[config.mk]
export PLATFORM = sky130hd
export DESIGN_NAME = button_event
export DESIGN_NICKNAME = d
export VERILOG_FILES = /design/src/rtl/button_event.sv
export SDC_FILE = /design/constraint.sdc
export NUM_CORES = 1
export LEC_CHECK = 0
export BUFFER_PORTS_ARGS = -buffer_cell sky130_fd_sc_hd__buf_4
export CORE_ASPECT_RATIO = 1.1
export CORE_MARGIN = 1.5
export CORE_UTILIZATION = 45
export DETAILED_ROUTE_END_ITERATION = 7
export GPL_ROUTABILITY_DRIVEN = 0
export SLEW_MARGIN = 20
export SYNTH_ARGS = -nofsm -noshare
export SYNTH_HDL_FRONTEND = slang
export SYNTH_SLANG_ARGS = --single-unit
[constraint.sdc]
create_clock -name clk -period 3.9 [get_ports clk]
set_clock_uncertainty 0.15 [all_clocks]
set_input_delay 0.39 -clock clk [delete_from_list [all_inputs] [get_ports clk]]
set_output_delay 0.39 -clock clk [all_outputs]
set_load 0.1 [all_outputs]
[src/rtl/button_event.sv]
// Classifies a debounced button into press / short / long / auto-repeat / release pulses.
// state        | meaning
// WAIT_RELEASE | after reset; ignore the button until it is seen released
// IDLE         | released, waiting for a press
// PRESSED      | held, counting towards the long-press threshold
// LONG_HELD    | held past the threshold, counting repeat periods
module button_event #(
    parameter int CLK_FREQ  = 50000000,
    parameter int LONG_MS   = 1000,
    parameter int REPEAT_MS = 200
) (
    input  logic clk,
    input  logic reset_n,
    input  logic btn_level,
    output logic press,
    output logic short_press,
    output logic long_press,
    output logic repeat_pulse,
    output logic release_pulse,
    output logic held
);

    localparam int LONG_CYCLES   = CLK_FREQ / 1000 * LONG_MS;
    localparam int REPEAT_CYCLES = CLK_FREQ / 1000 * REPEAT_MS;
    localparam int CNT_MAX       = (LONG_CYCLES > REPEAT_CYCLES) ? LONG_CYCLES : REPEAT_CYCLES;
    localparam int CW            = $clog2(CNT_MAX + 1);
    localparam bit REP_EN        = (REPEAT_CYCLES > 0);

    localparam logic [CW-1:0] LONG_LAST = CW'(LONG_CYCLES - 1);
    localparam logic [CW-1:0] REP_LAST  = CW'(REP_EN ? REPEAT_CYCLES - 1 : 0);

    generate
        if (LONG_CYCLES < 2 || (REPEAT_CYCLES > 0 && REPEAT_CYCLES < 2)) begin : g_param_check
            $error("button_event: LONG_CYCLES must be >= 2 and REPEAT_CYCLES 0 or >= 2");
        end
    endgenerate

    typedef enum logic [1:0] {
        WAIT_RELEASE,
        IDLE,
        PRESSED,
        LONG_HELD
    } state_t;

    state_t        state_q, state_d;
    logic [CW-1:0] cnt_q, cnt_d;
    logic          press_q, press_d;
    logic          short_q, short_d;
    logic          long_q, long_d;
    logic          rep_q, rep_d;
    logic          rel_q, rel_d;
    logic          held_q, held_d;

    always_comb begin
        state_d = state_q;
        cnt_d   = cnt_q;
        press_d = 1'b0;
        short_d = 1'b0;
        long_d  = 1'b0;
        rep_d   = 1'b0;
        rel_d   = 1'b0;

        case (state_q)
            WAIT_RELEASE: begin
                if (!btn_level) state_d = IDLE;
            end
            IDLE: begin
                if (btn_level) begin
                    state_d = PRESSED;
                    cnt_d   = '0;
                    press_d = 1'b1;
                end
            end
            PRESSED: begin
                // a release seen on the threshold edge still counts as short
                if (!btn_level) begin
                    state_d = IDLE;
                    cnt_d   = '0;
                    short_d = 1'b1;
                    rel_d   = 1'b1;
                end else if (cnt_q == LONG_LAST) begin
                    state_d = LONG_HELD;
                    cnt_d   = '0;
                    long_d  = 1'b1;
                end else begin
                    cnt_d = cnt_q + CW'(1);
                end
            end
            LONG_HELD: begin
                if (!btn_level) begin
                    state_d = IDLE;
                    cnt_d   = '0;
                    rel_d   = 1'b1;
                end else if (REP_EN) begin
                    if (cnt_q == REP_LAST) begin
                        cnt_d = '0;
                        rep_d = 1'b1;
                    end else begin
                        cnt_d = cnt_q + CW'(1);
                    end
                end
            end
            default: state_d = WAIT_RELEASE;
        endcase

        held_d = (state_d == PRESSED) || (state_d == LONG_HELD);
    end

    always_ff @(posedge clk or negedge reset_n) begin
        if (!reset_n) begin
            state_q <= WAIT_RELEASE;
            cnt_q   <= '0;
            press_q <= 1'b0;
            short_q <= 1'b0;
            long_q  <= 1'b0;
            rep_q   <= 1'b0;
            rel_q   <= 1'b0;
            held_q  <= 1'b0;
        end else begin
            state_q <= state_d;
            cnt_q   <= cnt_d;
            press_q <= press_d;
            short_q <= short_d;
            long_q  <= long_d;
            rep_q   <= rep_d;
            rel_q   <= rel_d;
            held_q  <= held_d;
        end
    end

    assign press         = press_q;
    assign short_press   = short_q;
    assign long_press    = long_q;
    assign repeat_pulse  = rep_q;
    assign release_pulse = rel_q;
    assign held          = held_q;

endmodule

==> impl_metrics.yaml <==
outcome:
  outcome: "finished clean"
clock_network:
  clkLatencyLatePin_ns: 0.28
  cts_root_buffer: "clkbuf_8"
  cts_setup_buffers: 0
  clkSinkCount: 33
  cts_hold_repair.buffers: 1
  cts_repair_resize_count: 0
  clk_slew_on_worst_s_h_paths_ns: 0.07
  htree_levels: 2
  numCtsBuffers: 5
  tritoncts: "done"
  ctsLongestPathBuffers: 2
routing:
  route.final.wire_length_mm: 5.40
  drt_pre_antenna_iters: 4
  remaining_drc_errors: 0
  drt_first_iter_violations: 157
  detail_route.wl_per_cell_um: 17.7
  detail-route-antenna-nets: 0
  viasPerCell: 6.22
  dr_total_vias: 1898
global_routing:
  number_of_antenna_violations_at_the_first_check_in_global_routing: 0
  first_pass_grt_wire_length_mm: 9.07
  vias_in_the_first_global_route: 1757
  global_route.usage.total_pct: 23.9
  overflow: 0
  grt_max_degree: 36
critical_path:
  path_cells: "or4_1 -> or4_4 -> o31a_1 -> o21ai_2 -> o221ai_1"
  critical_path_peak_fanout: 26
  critPathArrivalTime_ns: 3.04
  reg2regPathDepth: 5
  timing.critical_path.required_ns: 3.89
  crit_type: "reg2reg"
  timing.reg2reg.setup_slack_ns: 0.85
  critical_path.endpoint_type: "register"
  max_stage_delay_ns: 0.59
  reg2reg_from: "cnt_q[11]"
  setup.worst_path.start_class: "register"
  reg2reg_to: "cnt_q[20]"
  worstPathBufferInverterCount: 0
  crit_slowest_cell: "o31a_1"
  critical_path.top_delay_family: "compound AO/OA/AOI/OAI gates"
sta:
  setup-tns-final_ns: 0
  worst_case_hold_slack_ns: 0.367
  max_slew_violation_total_from_the_final_report: 0
  report.final.hold_viol_count: 0
  minimum_clock_period_ns: 3.05
  setup_viol_count_final: 0
  min_period_over_period_pct: 78.3
  setup_repair_after_global_routing_missed_its_margin: "false"
  slew_headroom_pct: 27.1
  worst-slew-pin-transition_ns: 1.09
  fmax_mhz: 328
layout:
  num-nets-final: 257
  share_of_layout_cells_above_drive_strength_1_pct: 8.76
  antennaDiodeCount: 0
  syn_to_final_growth_pct: 9.41
  most-common-layout-cells: "dfrtp_1, nand2_1, nor2_1"
  filler_cell_count: 401
  final-seq-area_um2: 826
  layout.cells.most_common: "dfrtp_1"
  multi_input_area_um2: 1130
  layoutNonFillerInstCount: 305
worst_hold_path:
  hold_end: "short_press"
  timing.hold.worst.class: "in2reg"
  worst_hold_startpoint: "btn_level"
  worst_hold_path.num_cells: 2
synth:
  sequential_fraction_of_the_synthesis_area_pct: 39.8
  avgSynthCellArea_um2: 8.43
  async_flop_share_pct: 100
  synth.distinct_cells: 44
  synth.cell_area_um2: 2070
  count_of_flip_flops_with_a_built_in_enable_after_synthesis: 0
  yosysWarnings: 0
  ys_seq_elements: 33
  dominantRegCellSynth: "dfrtp_1"
  mappedNetlistNets: 253
  netlist_instances: 246
floorplanning:
  placementRows: 25
  core-area_um2: 4350
  initial_utilization_pct: 47.7
  die-width_um: 67.7
  die_area_um2: 5030
  floorplan.io_pins: 9
  fp.dieH_um: 74.2
place:
  numPlacedInstances: 296
  post-dp-hpwl_mm: 3.59
  io_buffer_count: 8
pwr:
  powerDensity_nw_per_um2: 493
  power.ir.vdd_worst_mv: 0.209
  power_leakage_nw: 0.937
job:
  maxCapViolations: 0
## power breakdown
group	internal (mW)	switching, mW
Sequential	0.376	0.0404
Combinational	0.0991	0.310
Clock	0.160	0.133
## cells in the mapped netlist (all sizes together), types with 3 or more instances
library cell,number,area share (%)
o211ai,10,3.6
a31oi,3,0.90
ha,4,2.4
and2,7,2.1
o221ai,11,4.6
buf,5,1.4
and3,8,2.4
or4,3,1.3
o2111ai,7,3.0
nand4,6,1.8
o21ai,10,2.6
dfrtp,33,40
nor3,7,1.7
a22oi,3,1.1
a21oi,6,1.4
nor2,18,3.3
nor4,6,1.8
or3,3,0.90
nand3,16,3.9
clkbuf,10,1.8
nand2,32,5.8
inv,13,2.4
xor2,3,1.3
## worst max-delay path by stage
stage	start	end	slack, ns	cells after the start
finish	cnt_q[11]	cnt_q[20]	0.85	5
global route	cnt_q[11]	cnt_q[20]	0.65	5
CTS	cnt_q[11]	cnt_q[20]	0.85	5
detailed placement	cnt_q[11]	cnt_q[20]	0.87	5
global placement	cnt_q[11]	cnt_q[20]	0.88	5
floorplan	held	cnt_q[10]	1.29	8
## routing by layer
metal	vias up	track usage [%]	share of wire, %
li1	935	-	-
met1	915	35.9	49
met4	0	5.44	0.41
met2	46	35.3	46
met3	2	4.99	4.6
met5	-	0	0
## state kept, by name, summed over array words and instances, names as in the netlist
name	cells
cnt_q	26
held	1
long_press	1
press	1
release_pulse	1
repeat_pulse	1
short_press	1
state_q	1
## stage by stage
stage	worst slack, ns	util, %	cell area [um2]	total power [mW]
after floorplan	1.29	-	2070	0.718
after global placement	0.882	49.6	2160	0.825
after detailed placement	0.871	49.6	2160	0.825
after CTS	0.853	52.2	2270	1.12
after global routing	0.652	52.2	2270	1.18
final	0.848	52.2	2270	1.12
## worst register-to-register path: cells and delay by family, from the launching register on
kind | cells | cell delay (ns)
flops | 1 | 0.45
compound gates | 3 | 1.22
simple gates | 2 | 1.09
## area by class of cell
type,count,area share (%)
inverters,13,2.15
clock inverters,1,0.221
clock buffers,7,4.24
multi-input cells,185,49.9
repair buffers,12,4.08
well taps,54,2.98
flip-flops and latches,33,36.4
## logic make-up after synthesis
| group | share of synthesized area, % |
|---|---|
| buffers and inverters | 5.55 |
| adders and majority gates | 2.41 |
| DFF | 39.8 |
| xor gates and xnor gates | 1.27 |
| and+or+nand+nor | 27.7 |
| AOI/OAI and AO/OA | 22.3 |
| muxes | 0.965 |
Power figures use the tool's default switching activity.
